### src/rtl/mem_viewer_pkg.sv
// mem_viewer shared definitions:
// FSM state encodings and 7-segment decode.
package mem_viewer_pkg;

  localparam logic [1:0] ST_IDLE  = 2'd0;
  localparam logic [1:0] ST_FETCH = 2'd1;
  localparam logic [1:0] ST_LATCH = 2'd2;
  localparam logic [1:0] ST_SHOW  = 2'd3;

  localparam logic [6:0] SEG_ZERO = 7'b1000000;

  // {g,f,e,d,c,b,a}, active-low
  function automatic logic [6:0] hex7(
    input logic [3:0] nib
  );
    logic [6:0] s;
    case (nib)
      4'h0: s = 7'b1000000;
      4'h1: s = 7'b1111001;
      4'h2: s = 7'b0100100;
      4'h3: s = 7'b0110000;
      4'h4: s = 7'b0011001;
      4'h5: s = 7'b0010010;
      4'h6: s = 7'b0000010;
      4'h7: s = 7'b1111000;
      4'h8: s = 7'b0000000;
      4'h9: s = 7'b0010000;
      4'hA: s = 7'b0001000;
      4'hB: s = 7'b0000011;
      4'hC: s = 7'b1000110;
      4'hD: s = 7'b0100001;
      4'hE: s = 7'b0000110;
      default: s = 7'b0001110;
    endcase
    return s;
  endfunction

endpackage

### src/rtl/mem_viewer_btn_debounce.sv
// Push-button conditioning: synchronizer,
// stability counter, one-cycle rising pulse.
module btn_debounce #(
  parameter int DEBOUNCE_CYCLES = 16
) (
  input  logic clk,
  input  logic reset,
  input  logic btn,
  output logic pulse
);

  localparam int CW = $clog2(DEBOUNCE_CYCLES + 1);
  localparam logic [CW-1:0] CMAX =
    CW'(DEBOUNCE_CYCLES - 1);

  logic          s1;
  logic          s2;
  logic          level;
  logic          level_d;
  logic [CW-1:0] cnt;

  // two-flop synchronizer for the raw button
  always_ff @(posedge clk or negedge reset) begin
    if (!reset) begin
      s1 <= 1'b0;
      s2 <= 1'b0;
    end else begin
      s1 <= btn;
      s2 <= s1;
    end
  end

  // flip level after enough consecutive differing samples
  always_ff @(posedge clk or negedge reset) begin
    if (!reset) begin
      cnt   <= '0;
      level <= 1'b0;
    end else if (s2 == level) begin
      cnt <= '0;
    end else if (cnt == CMAX) begin
      cnt   <= '0;
      level <= s2;
    end else begin
      cnt <= cnt + CW'(1);
    end
  end

  // registered rising-edge detect of the debounced level
  always_ff @(posedge clk or negedge reset) begin
    if (!reset) begin
      level_d <= 1'b0;
      pulse   <= 1'b0;
    end else begin
      level_d <= level;
      pulse   <= level & ~level_d;
    end
  end

endmodule

### src/rtl/mem_viewer.sv
// Data-memory viewer: walks word addresses,
// latches read data, drives 8-digit 7-seg mux.
module mem_viewer
  import mem_viewer_pkg::*;
#(
  parameter logic [31:0] ADDR_BASE = 32'h0,
  parameter int NUM_WORDS       = 64,
  parameter int DEBOUNCE_CYCLES = 16,
  parameter int DWELL_CYCLES    = 32,
  parameter int REFRESH_CYCLES  = 4
) (
  input  logic        clk,
  input  logic        reset,
  input  logic        btn_next,
  input  logic        auto_mode,
  input  logic [31:0] rdata,
  output logic [31:0] addr,
  output logic [31:0] word,
  output logic [7:0]  word_idx,
  output logic        word_valid,
  output logic [7:0]  an,
  output logic [6:0]  segments
);

  localparam int DW = $clog2(DWELL_CYCLES + 1);
  localparam int RW = $clog2(REFRESH_CYCLES + 1);
  localparam logic [7:0] LAST =
    8'(NUM_WORDS - 1);
  localparam logic [DW-1:0] DMAX =
    DW'(DWELL_CYCLES - 1);
  localparam logic [RW-1:0] RMAX =
    RW'(REFRESH_CYCLES - 1);

  logic [1:0]    state;
  logic [7:0]    idx;
  logic          pending;
  logic [DW-1:0] dwell;
  logic          expire_q;
  logic [RW-1:0] rcnt;
  logic [2:0]    digit;
  logic          step;
  logic          adv;
  logic [7:0]    idx_nxt;

  btn_debounce #(
    .DEBOUNCE_CYCLES(DEBOUNCE_CYCLES)
  ) u_btn (
    .clk  (clk),
    .reset(reset),
    .btn  (btn_next),
    .pulse(step)
  );

  assign idx_nxt = (idx == LAST) ? 8'd0
                                 : idx + 8'd1;

  // dwell compare is registered, so auto
  // advance fires one cycle after the match
  assign adv = (state == ST_SHOW) &&
               (step || pending ||
                (auto_mode && expire_q));

  assign word_valid = (state == ST_LATCH);

  // walk FSM, address, capture and dwell timer
  always_ff @(posedge clk or negedge reset) begin
    if (!reset) begin
      state    <= ST_IDLE;
      idx      <= 8'd0;
      addr     <= ADDR_BASE;
      word     <= 32'd0;
      word_idx <= 8'd0;
      pending  <= 1'b0;
      dwell    <= '0;
      expire_q <= 1'b0;
    end else begin
      unique case (1'b1)
        state == ST_IDLE: begin
          if (step) pending <= 1'b1;
          state <= ST_FETCH;
        end
        state == ST_FETCH: begin
          if (step) pending <= 1'b1;
          addr  <= ADDR_BASE +
                   {22'd0, idx, 2'b00};
          state <= ST_LATCH;
        end
        state == ST_LATCH: begin
          if (step) pending <= 1'b1;
          word     <= rdata;
          word_idx <= idx;
          dwell    <= '0;
          expire_q <= 1'b0;
          state    <= ST_SHOW;
        end
        default: begin
          if (adv) begin
            idx      <= idx_nxt;
            pending  <= 1'b0;
            dwell    <= '0;
            expire_q <= 1'b0;
            state    <= ST_FETCH;
          end else if (auto_mode) begin
            dwell    <= dwell + DW'(1);
            expire_q <= (dwell == DMAX);
          end else begin
            dwell    <= '0;
            expire_q <= 1'b0;
          end
        end
      endcase
    end
  end

  // digit scan: each digit lit REFRESH_CYCLES
  always_ff @(posedge clk or negedge reset) begin
    if (!reset) begin
      rcnt  <= '0;
      digit <= 3'd0;
    end else if (rcnt == RMAX) begin
      rcnt  <= '0;
      digit <= digit + 3'd1;
    end else begin
      rcnt <= rcnt + RW'(1);
    end
  end

  assign an = ~(8'd1 << digit);
  assign segments =
    hex7(word[{digit, 2'b00} +: 4]);

endmodule

### config.mk
export PLATFORM = sky130hd
export DESIGN_NAME = mem_viewer
export DESIGN_NICKNAME = d
export VERILOG_FILES = /design/src/rtl/mem_viewer_pkg.sv /design/src/rtl/mem_viewer_btn_debounce.sv /design/src/rtl/mem_viewer.sv
export SDC_FILE = /design/constraint.sdc
export NUM_CORES = 1
export LEC_CHECK = 0
export BUFFER_PORTS_ARGS = -buffer_cell sky130_fd_sc_hd__buf_2
export CAP_MARGIN = 20
export CORE_MARGIN = 3
export CORE_UTILIZATION = 40
export CTS_BUF_LIST = sky130_fd_sc_hd__clkbuf_8
export CTS_CLUSTER_SIZE = 14
export DETAILED_ROUTE_END_ITERATION = 7
export GPL_TIMING_DRIVEN = 0
export MAX_ROUTING_LAYER = met4
export PLACE_DENSITY = 0.63
export SYNTH_ARGS = -nofsm -noshare
export SYNTH_HDL_FRONTEND = slang
export SYNTH_HIERARCHICAL = 1
export SYNTH_SLANG_ARGS = --single-unit
export TNS_END_PERCENT = 5
### constraint.sdc
create_clock -name clk -period 3.1 [get_ports clk]
set_input_delay 0.155 -clock clk [delete_from_list [all_inputs] [get_ports clk]]
set_output_delay 0.155 -clock clk [all_outputs]
set_load 0.02 [all_outputs]
Word-level counts from Yosys, hierarchy flattened
Memories as Yosys holds them, arrays and structs flattened.
Index checks and enable logic that the tools add are counted.

storage, ports and cells
  flip-flop bits (word level) = 82
  bits in latches = 0
  memory bits (writable) = 0
  ROM bits = 112
  input port bits = 36
  memories = 1

cells by class
  $add $sub $neg = 5
  multipliers = 0
  div/mod/pow operators = 0
  $lt $le $gt $ge = 0
  equality and inequality tests = 9
  shift operators = 2
  multiplexer cells = 15
  bitwise gates (word level) = 5
  reductions and logical operators = 12

memories
  memory           depth  bits a word  read ports  clocked after memory_dff  wr ports  line                  RTL
  (no name shown)  16     7            1           0                         0         mem_viewer_pkg.sv:17  case (nib)

operators by type and width
  kind                 count
  $shiftx 32x6->4      1
  $mux 6               2
  $pmux 6 s2           1
  $mux 5               2
  $add 8x1->8 const B  1
  $eq 8x6->1 const B   1
  $mux 8               1
  $not 8->8            1
  $shl 1x3->8 const A  1
  $add 3x1->3 const B  2
  $add 6x1->6 const B  1
  $eq 6x5->1 const B   1
  $pmux 2 s3           1
  $reduce_and 2->1     3
  $add 5x1->5 const B  1
  $eq 5x4->1 const B   1
  $mux 1               5
  $eq 2x2->1 const B   2
  $reduce_bool 4->1    1
  $eq 3x2->1 const B   1
  $mux 3               1
  $not 1->1            3
  $reduce_or 3->1      1
  $eq 2x1->1 const B   1
  10 further kinds     12

Longest topological paths before layout
Gate-level depths: netlist (run 1).

  word-level depth = 5
  mapped depth = 8
  gate-level depth less buffers = 7

Modules after synthesis
The synthesis (run 1) kept the hierarchy.

by module, submodules not included
  module        times used  cells an instance  area each (sq um)  seq. area each (sq um)
  mem_viewer    1           298                3759.9             1801.7
  btn_debounce  1           26                 364.1              250.2

Worst setup path before layout (run 1)
Ideal clock, no wire load.

  kind = register -> output
  from = register digit[0]
  to = output segments[4]
  data arrival time = 2.476 ns
  data required time = 2.945 ns
  path slack = 0.469 ns
  cell stages (with the launch flop) = 8
  path buffers = 1
  cell sequence = dfrtp_1 > buf_6 > mux4_1 > mux2i_1 > inv_1 > ha_1 > mux2_2 > o21ai_0

between the ends
  cells in the longest elaborated chain, start to end = 2

RTL lines
  element                 line               RTL
  start, declared         mem_viewer.sv:40   logic [2:0] digit;
  start signal, assigned  mem_viewer.sv:122  digit <= digit + 3'd1;
  $shiftx 32x6->4         mem_viewer.sv:130  hex7(word[{digit, 2'b00} +: 4]);
  $mem_v2 16x7            n/a
  end, declared           mem_viewer.sv:22   output logic [6:0] segments

Every way passes these cells.

Worst setup path after layout (run 1)
  from = register digit[0]
  to = output segments[0]

Same word-level chain as after synthesis.

==> metrics, run 1 <==
outcome=completed; clk buf depth=2; Worst Hold Path EP=word[19]$_DFFE_PN0P_; relative slew slack=54.3%; Fin Clk Skew=8.60 ps; largest net degree at the start of global routing=45; post-CTS setup buffer count=0; clk_lat worst skew=350 ps; effective utilization at floorplan=41.6%; Wirelength per Cell=14.2 um; worst min-delay path startpoint=rdata[19]; post-synth cell types=48; core area=9910 um^2; Die X=108 um; IO Pins=124; clock root cell=clkbuf_8; VDD IR-drop max=0.413 mV; min-delay worst type=primary input to flip-flop; RSZ-0062 raised after global routing=false; grt met1 use=19.3%; critical path startpoint category=flip-flop; Max Slew Vio Count=0; Slowest-stage cell, CP=mux4_1; r2r setup slk=1060 ps; Detailed Route WL=8470 um; proportion of layout cells with a drive suffix above 1=45.2%; Critical Path Sink Type=primary output; Top Usage Layer GRT=met2; data arrival time of the worst path=2750 ps; # diodes=0; FF+latch count, synth=82; Post-Syn Area per Cell=12.7 um^2; Core Rows=36; antenna violation net count after detailed routing=0; GRT Resource Usage Total=15.4%; Design Area, Final=5130 um^2; FMAX=344 MHz; residual DRC count=0; area leader, netlist=dfrtp_1; met2 GRT Util=25.5%; Hold Crit Depth=2; initial DRC count=93; Reg clk slew, reported paths=90 ps; CTS buffer count=9; setup TNS=0 ps; Final HPWL DP=6430 um; final setup violation count=0; Critical Path RT=2940 ps; crit path max fanout=10; area of the mapped netlist=4120 um^2; port bufs=99; Vias/cell=4.67; cell count after synthesis=324; vias in the first global route=2748; Sequential cell area=2050 um^2; period utilisation layout=93.7%; reg2reg start=state[0]$_DFFE_PN0P_; grt ovf=0; reg2reg end=state[1]$_DFFE_PN0P_; placed cell areas=4900 um^2; met3 usage=3.78%; top post-synthesis cells by count=dfrtp_1 (82), mux2_2 (52), buf_4 (25); Static Leak=2.59 nW; critical-path cell list=buf_6, mux4_1, mux2i_4, inv_1, ha_1, and3_1, a211o_1, buf_2; Chip Height=108 um; Min Hold Slack=29.7 ps; vias after detailed routing=2792; fin crit period=2900 ps; post-synthesis sequential area ratio=49.8%; Warnings, synthesis=6; Synth async-reset ratio=100%; CTS tree=built; most numerous cell in the Yosys netlist=dfrtp_1; fillers=885; CTS sink cnt=82; top area cells in the synthesized netlist=dfrtp_1 (50%), mux2_2 (14%), ha_1 (6.4%); Post-synth EDFFs=0; initial antenna violation count=0; Yosys top cell area share=49.8%; GPL Wtd Cong=0.761; Final Hold Violating Endpoints=0; Top FF cell, synth=dfrtp_1; Die Area=11600 um^2; Setup CP Type=flip-flop to primary output; Initial DRT Pass Iterations=5; first-pass GRT wire length=13500 um; H-tree depth=3; Area growth syn-to-layout=24.3%; layout net count=517; multi-input logic area=1890 um^2; critical path's largest stage delay=640 ps; pwr/cell area=833 nW/um^2; Max Cap Violations=0; Worst Tran Pin Value=685 ps; worst r2r path cells=6; total power=4.27 mW
## layout by cell type, fill, tap and decap left out, types with 2 or more instances in the layout
| cell type | netlist | routed |
|---|---|---|
| clkbuf_1 | 3 | 2 |
| and3_1 | 4 | 4 |
| nor3_1 | 3 | 3 |
| nand2_1 | 19 | 19 |
| a211oi_1 | 2 | 2 |
| nand3_1 | 9 | 9 |
| mux2_2 | 52 | 52 |
| conb_1 | 1 | 24 |
| o21ai_1 | 1 | 2 |
| and2_1 | 2 | 2 |
| xor2_1 | 4 | 4 |
| mux2i_4 | 2 | 4 |
| clkbuf_8 | 0 | 9 |
| nor4_1 | 2 | 2 |
| mux4_1 | 4 | 2 |
| o31ai_1 | 2 | 2 |
| inv_1 | 14 | 16 |
| xnor2_1 | 7 | 7 |
| mux4_2 | 4 | 6 |
| a211o_1 | 2 | 2 |
| or3_1 | 2 | 2 |
| buf_1 | 4 | 4 |
| nor2b_1 | 3 | 3 |
| dfrtp_1 | 82 | 82 |
| o2bb2ai_1 | 2 | 2 |
| buf_4 | 25 | 26 |
| nor2_1 | 9 | 9 |
| buf_2 | 0 | 98 |
| dlygate4sd3_1 | 0 | 2 |
| clkinv_2 | 0 | 2 |
| ha_1 | 21 | 21 |
| nor3b_1 | 2 | 2 |
| mux2i_1 | 7 | 5 |
| o21ai_0 | 10 | 9 |
| clkinvlp_4 | 0 | 2 |
| nand2b_1 | 3 | 3 |
## worst max-delay path by stage
stage	end	slack [ps]	startpoint
floorplan	segments[4]	470	digit[0]$_DFFE_PN0N_
global placement	segments[4]	300	digit[1]$_DFFE_PN0N_
detailed placement	segments[4]	270	digit[1]$_DFFE_PN0N_
CTS	segments[0]	70	digit[0]$_DFFE_PN0N_
global route	segments[2]	20	digit[0]$_DFFE_PN0N_
finish	segments[0]	200	digit[0]$_DFFE_PN0N_
## registers in the layout, indices dropped and copies added (netlist names), 3 cells and up
signal / count
addr: 8
digit: 3
dwell: 6
idx: 8
rcnt: 3
u_btn/cnt: 5
word: 32
word_idx: 8
## area by class of cell
cell class	count	area share, %
Tap cell	133	3.25
Clock inverter	7	1.22
Multi-Input combinational cell	217	36.9
Clock buffer	9	2.42
Timing Repair Buffer	102	10.6
Buffer	33	4.42
Inverter	15	1.10
Sequential cell	82	40.0
## kinds of logic (layout without fill, tap and decap cells)
group / count (synthesis) / count (layout) / share of synthesized area [%]
simple gates: 62 / 62 / 7.49
compound gates: 28 / 28 / 4.76
mux: 71 / 71 / 22.4
flops: 82 / 82 / 49.8
buf+inv: 48 / 166 / 6.83
xor+xnor: 11 / 11 / 2.34
other cells: 1 / 24 / 0.0909
fa+ha+maj: 21 / 21 / 6.37
## repair_timing
| action | CTS | global route |
|---|---|---|
| resized for setup | 4 | 4 |
| endpoints found under the setup margin | 5 | 4 |
| hold buffers | 2 | 0 |
| endpoints found under the hold margin | 39 | 0 |
| cloned | 0 | 0 |
## layer usage
metal	vias up	share of wire (%)
li1	1365	-
met1	1333	45
met2	87	47
met3	7	6.6
met4	0	1.1
met5	-	0
## stage by stage
| step | worst slack, ps | cells | util [%] |
|---|---|---|---|
| final | 195 | 598 | 51.7 |
| after global routing | 17.4 | 598 | 51.7 |
| after CTS | 67.9 | 598 | 51.7 |
| after detailed placement | 270 | 580 | 49.5 |
| after global placement | 297 | 579 | 49.2 |
| after floorplan | 469 | 347 | - |
## critical path, delay by kind of cell (launching register included)
kind,cells,cell delay (ps)
mux,2,900
buf+inv,3,460
flops,1,400
fa+ha+maj,1,240
compound gates,1,240
simple gates,1,160
## power by group
group	internal (mW)	leakage [nW]	switching (mW)	total, mW
Combinational	0.873	1.44	1.13	2.01
Clock	0.364	0.0976	0.382	0.746
Sequential	1.32	1.05	0.196	1.52
Power figures use the tool's default switching activity.
==> inputs of run 2 (changes only) <==
- CORE_ASPECT_RATIO: default -> 0.7
==> run 2 against run 1 <==
  * Hold slack better by 4.8 ps
  * Critical endpoint is now segments[4]
  * Sequential power barely moved
  * Non-clock buffer count up 2
  * Worst setup slack gained 36 ps
  * Power is 1.8% lower
  * Count of clock-buffer cells in the layout did not move
  * Cell area shrank 0.54%
  * Critical path type unchanged
==> metrics, run 2 (synthesis gave the netlist of run 1 again) <==
outcome=completed (unchanged); Crit path max-delay family=multiplexers (unchanged); residual DRC count=0 (unchanged); clock root cell=clkbuf_8 (unchanged); initial antenna violation count=0 (unchanged); Max Slew Vio Count=0 (unchanged); Sequential cell area=2050 um^2 (unchanged); Fin Clk Skew=13.3 ps (was 8.60 ps); final setup violation count=0 (unchanged); reg2reg start=state[0]$_DFFE_PN0P_ (unchanged); data arrival time of the worst path=2710 ps (was 2750 ps); most frequent cells in the layout=buf_2 (98), dfrtp_1 (82), mux2_2 (52) (unchanged); CP Launch Point=digit[0]$_DFFE_PN0N_ (unchanged); GRT Resource Usage Total=15.9% (was 15.4%); grt ovf=0 (unchanged); placed cell areas=4900 um^2 (about the same); port bufs=99 (unchanged); final worst slack=231 ps (was 195 ps); initial DRC count=122 (was 93); FMAX=349 MHz (was 344 MHz); # diodes=0 (unchanged); Vias/cell=4.77 (was 4.67); proportion of layout cells with a drive suffix above 1=45.2% (unchanged); r2r setup slk=1010 ps (was 1060 ps); critical path's largest stage delay=610 ps (was 640 ps); Max Cap Violations=0 (unchanged); relative slew slack=50.9% (was 54.3%); Wirelength per Cell=14.6 um (was 14.2 um); Core Rows=30 (was 36); Inst Count DP=575 (was 580); first-pass GRT wire length=14300 um (was 13500 um); Min Hold Slack=34.4 ps (was 29.7 ps); Static Leak=2.58 nW (was 2.59 nW); antenna violation net count after detailed routing=0 (unchanged); crit path max fanout=10 (unchanged); Initial DRT Pass Iterations=4 (was 5); Design Area, Final=5100 um^2 (was 5130 um^2); critical-path cell list=buf_6, mux4_1, mux2i_4, inv_1, ha_1, mux2_2, o21ai_0, buf_2 (was buf_6, mux4_1, mux2i_4, inv_1, ha_1, and3_1, a211o_1, buf_2); VDD IR-drop max=0.467 mV (was 0.413 mV); RSZ-0062 raised after global routing=false (unchanged); critical path startpoint category=flip-flop (unchanged); Setup crit end=segments[4] (was segments[0]); CTS buffer count=9 (unchanged); min-delay worst type=primary input to flip-flop (unchanged); vias after detailed routing=2830 (was 2792); period utilisation layout=92.6% (was 93.7%); core area=9870 um^2 (was 9910 um^2); Detailed Route WL=8690 um (was 8470 um); CP bufs+invs=3 (unchanged); Final Hold Violating Endpoints=0 (unchanged); effective utilization at floorplan=41.8% (was 41.6%); Slowest-stage cell, CP=mux4_1 (unchanged); Die X=127 um (was 108 um); CTS sink cnt=82 (unchanged); vias in the first global route=2768 (was 2748); Area growth syn-to-layout=23.7% (was 24.3%); fin crit period=2870 ps (was 2900 ps); Worst path depth=8 (unchanged); layout net count=519 (was 517); H-tree depth=3 (unchanged); Die Area=11600 um^2 (about the same); reg2reg end=state[1]$_DFFE_PN0P_ (unchanged); final std cells w/o fill=593 (was 598); pwr/cell area=822 nW/um^2 (was 833 nW/um^2); largest net degree at the start of global routing=44 (was 45); setup TNS=0 ps (unchanged); Reg with most FFs=word (unchanged); dpl ws=215 ps (was 270 ps); worst r2r path cells=6 (unchanged); GPL Wtd Cong=0.809 (was 0.761); max reg flops=32 (unchanged); commonest non-fill, non-tap cell in the layout=buf_2 (unchanged); clk buf depth=2 (unchanged); Worst Tran Pin Value=732 ps (was 685 ps); clk_lat worst skew=350 ps (about the same); Final HPWL DP=6550 um (was 6430 um); Setup CP Type=flip-flop to primary output (unchanged); Reg clk slew, reported paths=80 ps (was 90 ps); fillers=892 (was 885); IO Pins=124 (unchanged); Chip Height=91.0 um (was 108 um); multi-input logic area=1890 um^2 (unchanged); CTS tree=built (unchanged); Critical Path RT=2940 ps (about the same); Critical Path Sink Type=primary output (unchanged)
[run 2: cell count changes in the layout (fill, tap and decap cells not counted), sizes merged]
cell | previous run | this run
buf | 130 | 132
bufinv | 1 | 0
clkinv | 2 | 3
clkinvlp | 2 | 0
[run 2: timing repair]
action                                  CTS  global route
resized for setup                         4             3
endpoints found under the hold margin    40             0
endpoints found under the setup margin    6             6
hold buffers                              2             0
gates cloned                              0             0
buffers inserted                          0             2
[run 2: worst min path at each step]
stage,from,to,slack (ps),cells after the start
global placement,btn_next,u_btn/s1$_DFF_PN0_,260,1
CTS,rdata[12],word[12]$_DFFE_PN0P_,10,2
global route,rdata[31],word[31]$_DFFE_PN0P_,10,2
floorplan,reset,addr[2]$_DFFE_PN0P_,-140,0
detailed placement,reset,word[11]$_DFFE_PN0P_,180,1
finish,rdata[12],word[12]$_DFFE_PN0P_,30,2
[run 2: area by class of cell]
| type | count | area share [%] |
|---|---|---|
| Buffer | 33 | 4.44 |
| Clock buffer | 9 | 2.43 |
| Clock inverter | 5 | 0.515 |
| Inverter | 15 | 1.10 |
| Multi-Input combinational cell | 217 | 37.1 |
| Sequential cell | 82 | 40.2 |
| Tap cell | 128 | 3.14 |
| Timing Repair Buffer | 104 | 11.0 |
[run 2: per-layer routing]
metal	up-vias	global-route usage, %	wire length, um
met5	-	-	0
met4	0	3.21	70
met3	8	4.76	533
met2	78	22.9	3830
met1	1385	22.5	4250
li1	1359	-	-
[run 2: report_power, final]
group	internal [mW]	total (mW)	switching [mW]	leakage, nW
registers	1.32	1.52	0.196	1.05
clock network	0.275	0.644	0.368	0.0873
logic	0.889	2.03	1.14	1.45
total	2.49	4.19	1.71	2.58
[run 2: through the flow]
stage               total power, mW  utilization, %
CTS                            4.21            51.5
global placement               3.49            49.3
global route                   4.47            51.7
detailed placement             3.53            49.6
floorplan                      2.91               -
finish                         4.19            51.7
[run 2: worst register-to-register path, stage by stage (launching register included)]
cell	delay (ps)
dfrtp_1	440
inv_1	90
ha_1	220
clkbuf_1	150
nor3_1	330
a21boi_0	380
mux2_2	380
